<file path="src/rtl/xm_debug_pkg.sv">
// Shared types for the XMakina run-control block: run states and breakpoint entries.
// Latency: n/a (types only).
// Backpressure: n/a (types only).
package xm_debug_pkg;

  typedef enum logic [1:0] {
    DEBUG = 2'd0,
    STEP  = 2'd1,
    RUN   = 2'd2
  } run_state_t;

  // Breakpoint addresses are stored zero-extended to this width so the entry
  // type can be shared by any instance with ADDR_W up to 32.
  localparam int BP_ADDR_MAX_W = 32;

  typedef struct packed {
    logic                     en;
    logic [BP_ADDR_MAX_W-1:0] addr;
  } bp_entry_t;

endpackage

</file>
<file path="src/rtl/xm_bp_match.sv">
// Breakpoint comparators with lowest-index priority encode.
// Latency: purely combinational, zero cycles.
// Backpressure: none; evaluated every cycle.
//
// Ports:
//   bp_tab  breakpoint table (enable + address per entry)
//   pc      address to compare against every enabled entry
//   hit     some enabled entry matches pc
//   idx     lowest matching entry index (0 when no hit)
module xm_bp_match
  import xm_debug_pkg::*;
#(
  parameter int ADDR_W   = 16,
  parameter int NUM_BP   = 4,
  parameter int BP_IDX_W = 2
) (
  input  bp_entry_t           bp_tab [NUM_BP],
  input  logic [ADDR_W-1:0]   pc,
  output logic                hit,
  output logic [BP_IDX_W-1:0] idx
);

  logic [BP_ADDR_MAX_W-1:0] pc_ext;

  always_comb begin
    pc_ext = BP_ADDR_MAX_W'(pc);
    hit    = 1'b0;
    idx    = '0;
    // Walk from the top so the lowest matching index is the last one written.
    for (int i = NUM_BP - 1; i >= 0; i--) begin
      if (bp_tab[i].en && (bp_tab[i].addr == pc_ext)) begin
        hit = 1'b1;
        idx = BP_IDX_W'(i);
      end
    end
  end

endmodule

</file>
<file path="src/rtl/xm_run_ctrl.sv">
// Run control for the XMakina CPU: debug halt, N-instruction step, free run, breakpoints.
// Latency: one cycle from a step/run rise or a terminating instr_done_i to halt_o.
// Backpressure: none; halts are only taken at instruction boundaries (instr_done_i).
//
// Ports:
//   clk_i, rst_ni               clock, async active-low reset
//   step_i, run_i               debug buttons (rising-edge detected)
//   stop_i                      stop request level
//   step_cnt_i                  instructions per step (0 acts as 1)
//   instr_done_i, pc_i          instruction boundary pulse and next PC from CPU control
//   bp_we_i, bp_idx_i,
//   bp_addr_i, bp_en_i          breakpoint table write port
//   halt_o, view_o              CPU hold and debug-view indicators
//   bp_hit_o, bp_id_o           breakpoint halt pulse and last hit index
module xm_run_ctrl
  import xm_debug_pkg::*;
#(
  parameter  int ADDR_W   = 16,
  parameter  int NUM_BP   = 4,
  parameter  int STEP_W   = 8,
  localparam int BP_IDX_W = (NUM_BP > 1) ? $clog2(NUM_BP) : 1
) (
  input  logic                clk_i,
  input  logic                rst_ni,
  input  logic                step_i,
  input  logic                run_i,
  input  logic                stop_i,
  input  logic [STEP_W-1:0]   step_cnt_i,
  input  logic                instr_done_i,
  input  logic [ADDR_W-1:0]   pc_i,
  input  logic                bp_we_i,
  input  logic [BP_IDX_W-1:0] bp_idx_i,
  input  logic [ADDR_W-1:0]   bp_addr_i,
  input  logic                bp_en_i,
  output logic                halt_o,
  output logic                view_o,
  output logic                bp_hit_o,
  output logic [BP_IDX_W-1:0] bp_id_o
);

  run_state_t          state_q, state_d;
  logic [STEP_W-1:0]   cnt_q, cnt_d;
  logic                stop_pend_q, stop_pend_d;
  logic                step_q, run_q;
  bp_entry_t           bp_tab_q [NUM_BP];
  logic                bp_hit_q;
  logic [BP_IDX_W-1:0] bp_id_q;

  logic                match_hit;
  logic [BP_IDX_W-1:0] match_idx;
  logic                step_rise, run_rise, bp_evt;

  xm_bp_match #(
    .ADDR_W   (ADDR_W),
    .NUM_BP   (NUM_BP),
    .BP_IDX_W (BP_IDX_W)
  ) u_bp_match (
    .bp_tab (bp_tab_q),
    .pc     (pc_i),
    .hit    (match_hit),
    .idx    (match_idx)
  );

  assign step_rise = step_i & ~step_q;
  assign run_rise  = run_i & ~run_q;
  assign bp_evt    = instr_done_i & (state_q != DEBUG) & match_hit;

  always_comb begin
    state_d     = state_q;
    cnt_d       = cnt_q;
    stop_pend_d = stop_pend_q;
    unique case (state_q)
      DEBUG: begin
        if (step_rise) begin
          state_d = STEP;
          cnt_d   = (step_cnt_i == '0) ? STEP_W'(1) : step_cnt_i;
        end else if (run_rise) begin
          state_d = RUN;
        end
      end
      STEP: begin
        if (instr_done_i) begin
          cnt_d = cnt_q - STEP_W'(1);
          if ((cnt_q == STEP_W'(1)) || match_hit || stop_pend_q || stop_i) begin
            state_d = DEBUG;
          end
        end else if (stop_i) begin
          stop_pend_d = 1'b1;
        end
      end
      RUN: begin
        if (instr_done_i) begin
          if (match_hit || stop_pend_q || stop_i) begin
            state_d = DEBUG;
          end
        end else if (stop_i) begin
          stop_pend_d = 1'b1;
        end
      end
      default: state_d = DEBUG;
    endcase
    // A pending stop never survives into DEBUG; stop_i in DEBUG is dropped here too.
    if (state_d == DEBUG) begin
      stop_pend_d = 1'b0;
    end
  end

  always_ff @(posedge clk_i or negedge rst_ni) begin
    if (!rst_ni) begin
      state_q     <= DEBUG;
      cnt_q       <= '0;
      stop_pend_q <= 1'b0;
      // Held at 1 so a button already pressed during reset does not count as a rise.
      step_q      <= 1'b1;
      run_q       <= 1'b1;
      bp_hit_q    <= 1'b0;
      bp_id_q     <= '0;
      for (int i = 0; i < NUM_BP; i++) begin
        bp_tab_q[i] <= '0;
      end
    end else begin
      state_q     <= state_d;
      cnt_q       <= cnt_d;
      stop_pend_q <= stop_pend_d;
      step_q      <= step_i;
      run_q       <= run_i;
      bp_hit_q    <= bp_evt;
      if (bp_evt) begin
        bp_id_q <= match_idx;
      end
      // Compare above used the pre-write table, so same-cycle writes apply next cycle.
      for (int i = 0; i < NUM_BP; i++) begin
        if (bp_we_i && (bp_idx_i == BP_IDX_W'(i))) begin
          bp_tab_q[i] <= '{en: bp_en_i, addr: BP_ADDR_MAX_W'(bp_addr_i)};
        end
      end
    end
  end

  assign halt_o   = (state_q == DEBUG);
  assign view_o   = (state_q == DEBUG);
  assign bp_hit_o = bp_hit_q;
  assign bp_id_o  = bp_id_q;

endmodule

</file>
<file path="config.mk">
export PLATFORM = sky130hd
export DESIGN_NAME = xm_run_ctrl
export DESIGN_NICKNAME = d
export VERILOG_FILES = /design/src/rtl/xm_debug_pkg.sv /design/src/rtl/xm_bp_match.sv /design/src/rtl/xm_run_ctrl.sv
export SDC_FILE = /design/constraint.sdc
export NUM_CORES = 1
export LEC_CHECK = 0
export CAP_MARGIN = 5
export CORE_MARGIN = 5
export CORE_UTILIZATION = 60
export DETAILED_ROUTE_END_ITERATION = 12
export PLACE_DENSITY_LB_ADDON = 0.2
export SLEW_MARGIN = 10
export SYNTH_ARGS = -nofsm -noshare
export SYNTH_HDL_FRONTEND = slang
export SYNTH_HIERARCHICAL = 1
export SYNTH_SLANG_ARGS = --single-unit
</file>
<file path="constraint.sdc">
create_clock -name clk_i -period 6.6 [get_ports clk_i]
set_clock_uncertainty 0.15 [all_clocks]
set_input_delay 0.99 -clock clk_i [delete_from_list [all_inputs] [get_ports clk_i]]
set_output_delay 0.99 -clock clk_i [all_outputs]
set_load 0.02 [all_outputs]
</file>
==> results of run 1 <==
## routing by layer
metal | vias up | GRT usage | wire length [um]
met5 | - | 0 | 0
met4 | 0 | 0.105 | 309
met3 | 24 | 0.0521 | 480
met1 | 1568 | 0.290 | 4010
met2 | 95 | 0.399 | 4990
li1 | 1518 | - | -
## per-stage QoR
step	worst slack, ns	power (uW)	utilization	hold WS [ns]
4_1_cts	3.11	1610	0.764	0.353
2_1_floorplan	3.59	1040	-	0.320
5_1_grt	2.93	1710	0.764	0.387
3_3_place_gp	2.81	1170	0.733	0.331
6_report	3.06	1610	0.764	0.351
3_5_place_dp	2.76	1200	0.733	0.334
## flip-flops by register name (all words and copies together), names as in the netlist
register	count
bp_id_o	2
bp_tab_q	68
step_q	1
run_q	1
cnt_q	8
bp_hit_o	1
stop_pend_q	1
state_q	2
## final timing paths
path                            slack, ns            to         start
worst max-delay path                 3.06   stop_pend_q      pc_i[15]
worst min-delay path                 0.35  bp_tab_q[32]  bp_tab_q[32]
worst max register to register       3.87   stop_pend_q  bp_tab_q[81]
worst min register to register       0.35  bp_tab_q[32]  bp_tab_q[32]
max in group asynchronous            4.99   bp_tab_q[0]        rst_ni
min in group asynchronous            0.66      cnt_q[0]        rst_ni
## area by class of cell
type                    instances  area (um^2)
clock buffers                  10          138
clock inverters                 5         85.1
fillers                       468         1700
inverters                       7         26.3
multi-input cells             328         2450
flip-flops and latches         84         2100
well taps                      99          124
repair buffers                 56          553
## cell usage after synthesis, types with 2 or more instances
master     instances
o22ai_1            3
nor2_1             4
buf_2              5
dfstp_2            2
ha_1               6
a21o_1             2
a2bb2oi_1          3
nand2_1           11
o21ai_0            6
nor4_1            23
nand3_1            6
xor2_1            45
nor3_1             9
inv_1              7
nand4b_1           2
clkbuf_1           2
a21oi_1           11
nand3b_1           3
nand4_1           10
dfrtp_1           82
nand2b_1           2
mux2_2            71
a31oi_1            2
o211ai_1           2
xnor2_1           19
## cells in the final DEF, fill, tap and decap left out, drive strengths merged, types with 3 or more instances in the layout
cell,synthesis,layout
xor2,45,45
nand2,11,11
nand4,10,10
a21oi,12,12
inv,7,8
o22ai,3,3
conb,1,64
mux2,71,71
ha,6,6
buf,6,3
nor3,9,9
nor4,24,24
xnor2,19,19
nor2,4,4
o21ai,6,6
clkbuf,2,10
clkdlybuf4s50,0,53
nand3,6,6
nand3b,3,3
a2bb2oi,3,3
dfrtp,82,82
## cells by family after synthesis
kind of cell,count (synthesis)
flops,84
simple gates,84
mux,71
xor+xnor,64
compound gates,39
buf+inv,15
fa+ha+maj,6
other cells,1
## power by group through the flow
stage                     Sequential, uW  Combinational [uW]  Clock (uW)
after global routing                 730                 532         445
final                                717                 481         411
after global placement               715                 458           0
after CTS                            716                 479         416
after floorplan                      701                 341           0
after detailed placement             725                 476           0
==> results.txt, run 1 <==
* Grt ovf: 0
- Of the total power, the clock network draws 0.256.
- Die X-Extent: around 95 um
- Entering global routing, the biggest net connects 85 pins.
- Sw Share: 0.321
* Wire length of the first global-routing pass: around 16 mm
- The final layout contains routed wiring with a total length of between 9 and 10 mm.
- Of the total synthesized cell area, the portion taken by XOR and XNOR cells is 0.128.
* CP Data Required Time: between 6 and 7 ns
* Peak supply drop: 0.182 mV
- Power per cell area: about 300 nW/um^2
- After synthesis the netlist holds a flip-flop and latch count of 84.
- In the final routed layout, each cell accounts on average for 16.6 um.
* Leakage: between 0.002 and 0.0025 uW
* Setup CP Type: input port to flop
- Final instance area: roughly 5500 um^2
- Status: complete, no violations
* Number of antenna violations at the first check in global routing: 0
- Clock-pin slew was measured on the worst setup and hold paths at approximately 0.080 ns.
* TritonRoute pass-1 iters: 4
* Count of routing violations after the opening detailed-route iteration: around 190
- Arr. time, crit path: between 3 and 4 ns
* Synth warn: 6
* RD Place Congestion: between 0.7 and 0.8
- Number of CTS-inserted buffers: 9
- Final worst-path cycle share: 0.536
- Insertion delay to the later sink of the worst-skew pair: roughly 0.36 ns
* Max-capacitance violation count: 0
- Summed over all nets, the half-perimeter wirelength after detailed placement is roughly 7.1 mm.
* Placeable Area: between 7000 and 8000 um^2
* Share of power burned in registers: 0.445
* Total track usage: 0.236
- Of all nets on the critical path, the largest fanout is 4.
- Counting instances, the worst hold path has a depth of 1.
- The count of buffers added on input and output ports is 54.
- Signed area change from the synthesized netlist to the final layout: 25.0%
* Starting Density: 0.611
- Number of cell instances on the worst register-to-register path: 9
- The tree is rooted in a clkbuf_8.
- The share of total power dissipated in combinational logic is 0.299.
- Measured against its own limit, the worst slew margin works out to 0.297.
- By area, the combinational part of the netlist is dominated by multiplexers.
- The analysis attributes to net switching a power of approximately 520 uW.
* Startpoint types: input port
* Cts repair resizes: 0
- On the worst path, the slowest cell contributes a delay of around 0.57 ns.
- Cell internal power was estimated by the tool at between 1000 and 1500 uW.
- Cell Chain, Critical Path: clkdlybuf4s50_1 > xor2_1 > nor4_1 > nand4_1 > or4_1 > nand4b_1 > o31ai_1 > and3_1 > a32oi_1 > a31oi_1
* Deepest level of the CTS H-tree: 3
* Final layout net count: roughly 540
* Number of hold buffers added after CTS: 0
* Share of final-layout standard cells stronger than drive strength 1: 0.204
- The share of synthesized area in the top cell type comes to 0.468.
- The synthesized-area fraction occupied by ao, oa, aoi and oai cells is 0.0585.
- Count of final max-slew check failures: 0
- For the final routed database, the setup TNS stands at 0 ns.
* Mapped cell area: 4380 um^2
* Endpoint class of the critical path: flop
- In the post-synthesis netlist, the biggest area contributors are dfrtp_1 47%, mux2_2 18%, xor2_1 9.0%.
- Total placed cells including tap cells: 574
- For this design, the sink count on the clock tree is 84.
- Chip height: about 95 um
* Delay-heaviest family, CP: simple AND/OR/NAND/NOR gates
- Mux cell area share after synthesis: 0.182
- Type of the most critical hold path: flop to flop
* Synth Area in Adders: 0.0171
- The die covers roughly 9000 um^2.
* Setup repair bufs after CTS: 0
* I/O pins: 55
* Count of cell instances traversed by the critical path: 10
- CTS tree: built
* Synth Instances: approximately 360
- The final hold violation count is 0.
- Synth cell types: 51
- Row count: 31
- Using the TritonRoute via totals, the vias-per-cell ratio works out to approximately 5.4.
* Post-synth top flop: dfrtp_1
- The smallest clock period supported by the final layout is computed as around 3.5 ns.
* Number of vias after detailed routing: between 3000 and 4000
- N_diodes: 0
- Worst-margin pin slew: approximately 1.1 ns
- Setup repair after global routing left no endpoint under its margin.
- Of the total synthesized cell area, the portion taken by AND, OR, NAND and NOR gates is 0.118.
* Cell taking the most area after synthesis: dfrtp_1
- Average cell area after synthesis: ~12 um^2
- Vias in the first global route: 3338
- Instance area at placement: 5260 um^2
- Count of flip-flops with a built-in enable after synthesis: 0
- DRC: 0
- Setup violations remaining at the end of the flow were counted as 0.
* Count of antenna-violating nets left after detailed routing: 0
- Derived from the worst setup path, the maximum achievable clock frequency is 282 MHz.
* Finished Layout Cells: between 500 and 600
- Counting both buffers and inverters, the worst setup path holds a total of 1.
- Of the synthesized area, sequential elements account for 0.480.
* Critical Path Slowest Stage Cell: or4_1
- Asr flop ratio synth: 1.00
* CTS Buffer Depth: 2
(Power assumes the default switching activity.)
==> run 2, diff against run 1 <==
--- a/config.mk
+++ b/config.mk
@@ -7,7 +7,7 @@
 export LEC_CHECK = 0
 export CAP_MARGIN = 5
 export CORE_MARGIN = 5
-export CORE_UTILIZATION = 60
+export CORE_UTILIZATION = 50
 export DETAILED_ROUTE_END_ITERATION = 12
 export PLACE_DENSITY_LB_ADDON = 0.2
 export SLEW_MARGIN = 10
==> constraint.sdc (replaced) <==
create_clock -name clk_i -period 2.99 [get_ports clk_i]
set_clock_uncertainty 0.15 [all_clocks]
set_input_delay 0.4485 -clock clk_i [delete_from_list [all_inputs] [get_ports clk_i]]
set_output_delay 0.4485 -clock clk_i [all_outputs]
set_load 0.02 [all_outputs]
==> run 2 against run 1 <==
  * Routed wire length grew 1.3%
  * Largest power group unchanged
  * Combinational power is 130% higher
  * Flip-flop and latch count did not move
  * Non-clock buffer count increased by 23
  * Global-route usage shrank 4.8 points
  * Clock-buffer cell count grew 1
  * Worst hold slack worse by 0.21 ns
  * Largest cell class unchanged
  * Power increased by 120%
  * Sequential power up 120%
  * Critical path type unchanged
==> results.txt, run 2 (same netlist as run 1, synthesis figures left out) <==
- The combinational cell fraction of total power is 0.308 (was 0.299).
- Startpoint types: input port (unchanged)
- Status: complete, no violations (unchanged).
* Crit path launch: pc_i[7] (was pc_i[15])
- The post-synthesis to final-layout area growth is 29.8% (was 25.0%).
* CP Data Required Time: 3.07 ns (was 6.69 ns)
- The detail-routed via count per cell came to 5.24 (was 5.44).
- The clock latency on the worst-skew pair is 0.36 ns (about the same).
* Power per cell area: 623 nW/um^2 (was 294 nW/um^2)
- Instance area at placement: 5430 um^2 (was 5260 um^2)
- The weighted congestion reported at the end of routability-driven placement was 0.760 (was 0.764).
* Vias in the first global route: 3452 (was 3338)
- The clock tree from TritonCTS is built (unchanged).
- Share of power burned in registers: 0.445 (about the same)
- Clock root buffer: clkbuf_8 (unchanged)
* Setup repair after global routing missed its margin: no (unchanged)
- The number of flip-flops under the largest register name is 68 (unchanged).
- Dividing the final minimum period by the clock period gives 0.951.
* Post-layout min period: ~2.8 ns
- Leading cell type in the layout, fill and taps excluded: dfrtp_1 (unchanged)
- Final instance area: 5690 um^2 (was 5480 um^2)
* Net switching component of the power: 1130 uW (was 516 uW)
- The total vias in the final route is 3259 (was 3205).
- Type of the most critical hold path: input port to asynchronous set/reset pin (was flop to flop)
- Count of routing violations after the opening detailed-route iteration: 107 (was 185)
- The final hold violation count is 0 (unchanged).
* Leakage: 0.00244 uW (was 0.00232 uW)
- Endpoint class of the critical path: flop (unchanged)
- Fmax: about 350 MHz
- The worst vdd rail ir drop is 0.382 mV (was 0.182 mV).
- The switching power share of the total came to 0.319 (was 0.321).
- Worst Setup Slack post-DPL: -0.265 ns (was 2.76 ns)
- The power share of the clock group is 0.247 (was 0.256).
- Relative slew slack: 0.295 (was 0.297)
- Number of clock sinks: 84 (unchanged)
* Setup CP Type: input port to flop (unchanged)
- The worst setup margin came to 0.146 ns (was 3.06 ns).
- Final layout net count: 565 (was 542)
- The I/O pin count was 55 (unchanged).
- Setup Viol. Count Final: 0 (unchanged)
- The number of port buffers was 54 (unchanged).
- Biggest registers after layout: bp_tab_q (68), cnt_q (8) (unchanged).
* Wire length of the first global-routing pass: 16.5 mm (was 16.1 mm)
- The number of routed nets with antenna violations is 0 (unchanged).
- The total die area is 10700 um^2 (was 9110 um^2).
- The fraction of final layout cells sized beyond drive strength 1 is 0.249 (was 0.204).
* CTS Buffer Depth: 2 (unchanged)
- The total clock buffers created by CTS was 9 (unchanged).
- Total track usage: 0.188 (was 0.236)
- The number of DRC violations after detailed routing was 0 (unchanged).
- The worst reg2reg path startpoint was bp_tab_q[66] (was bp_tab_q[81]).
- The number of pins with negative max-slew slack in the final report is 0 (unchanged).
* Row count: 34 (was 31)
* N_diodes: 0 (unchanged)
- The starting density of the core was 0.508 (was 0.611).
- The standard cell core area came to 8640 um^2 (was 7180 um^2).
- Clock transition at path regs: 0.08 ns (about the same)
- Cell internal power dissipation: 2420 uW (was 1090 uW)
* Chip height: 104 um (was 95.5 um)
- The largest driver fanout on the critical path came to 3 (was 4).
* Die X-Extent: 104 um (was 95.5 um)
- Aggregate routed wire length: 9.91 mm (was 9.79 mm)
* Detail-routed net length per standard cell: 15.9 um (was 16.6 um)
* Largest register by flop count: bp_tab_q (unchanged)
- The critical path data arrival time was 2.92 ns (was 3.63 ns).
* Max-capacitance violation count: 0 (unchanged)
- Pin count of the biggest net entering global routing: 85 (unchanged)
* Worst-margin pin slew: 1.06 ns (was 1.05 ns)
- The total chip power came to 3540 uW (was 1610 uW).
- The remaining global-route overflow is 0 (unchanged).
- The maximum level of the CTS H-tree came to 3 (unchanged).
- The initial antenna violation count came to 0 (unchanged).
- Top library cells by usage in the layout, fill and taps aside: 82 x dfrtp_1, 71 x mux2_2, 64 x conb_1, 52 x clkdlybuf4s50_1, 45 x xor2_1 (was 82 x dfrtp_1, 71 x mux2_2, 64 x conb_1, 53 x clkdlybuf4s50_1, 45 x xor2_1)
- The setup TNS after final layout is 0 ns (unchanged).
- Final HPWL from detailed placement: 7.25 mm (was 7.11 mm)
- TritonRoute pass-1 iters: 4 (unchanged)
- The post-layout utilization of the core was 0.659 (was 0.764).
==> run 2: cell types whose count changed in the layout (fill, tap and decap cells not counted), sizes merged <==
cell / change
buf: +23
clkbuf: +1
clkdlybuf4s50: -1
clkinv: +2
clkinvlp: -1
dlymetal6s2s: +1
inv: -1
==> run 2: layer usage <==
metal	GRT usage	part of all wire	up-vias
met5	0	0	-
met3	0.0466	0.036	19
met2	0.323	0.52	61
li1	-	-	1563
met1	0.233	0.43	1616
met4	0.0581	0.021	0
==> run 2: final timing paths <==
path | cells past startpoint | slack [ns] | end
max | 12 | 0.15 | stop_pend_q
min | 1 | 0.14 | bp_tab_q[65]
max reg2reg | 9 | 0.35 | stop_pend_q
min reg2reg | 1 | 0.35 | bp_tab_q[32]
max in group asynchronous | 1 | 1.88 | bp_tab_q[47]
min in group clk_i | 1 | 0.35 | bp_tab_q[32]
==> run 2: power by group through the flow <==
stage               logic, uW  clock network (uW)  registers, uW
global route             1210                 948           1610
floorplan                 753                   0           1550
CTS                      1080                 891           1570
global placement         1040                   0           1580
detailed placement       1070                   0           1600
finish                   1090                 876           1580
==> run 2: worst max-delay path, stage by stage <==
cell	delay (ns)
clkdlybuf4s50_1	0.43
buf_4	0.16
xnor2_1	0.25
nand4_1	0.19
nor4_1	0.42
buf_4	0.19
nand2_1	0.07
nand4b_1	0.14
o31ai_1	0.11
and3_1	0.23
a32oi_2	0.17
a31oi_1	0.10
==> run 2: timing repair <==
item / CTS / global route
setup endpoints to repair: 0 / 4
setup buffers: 0 / 1
gates resized for setup: 0 / 7
hold buffers: 0 / 0
==> run 2: area by class of cell <==
type / instances / area, um^2
timing repair buffer: 79 / 728
clock inverter: 5 / 78.8
multi-input combinational: 328 / 2480
clock buffer: 11 / 131
inverter: 7 / 26.3
sequential: 84 / 2100
tap: 108 / 135
fill: 679 / 2950
==> run 2: stage by stage <==
stage	cells	hold WS [ns]
6_report	622	0.138
5_1_grt	622	0.207
4_1_cts	621	0.174
3_5_place_dp	605	0.340
3_3_place_gp	605	0.328
2_1_floorplan	427	0.00291
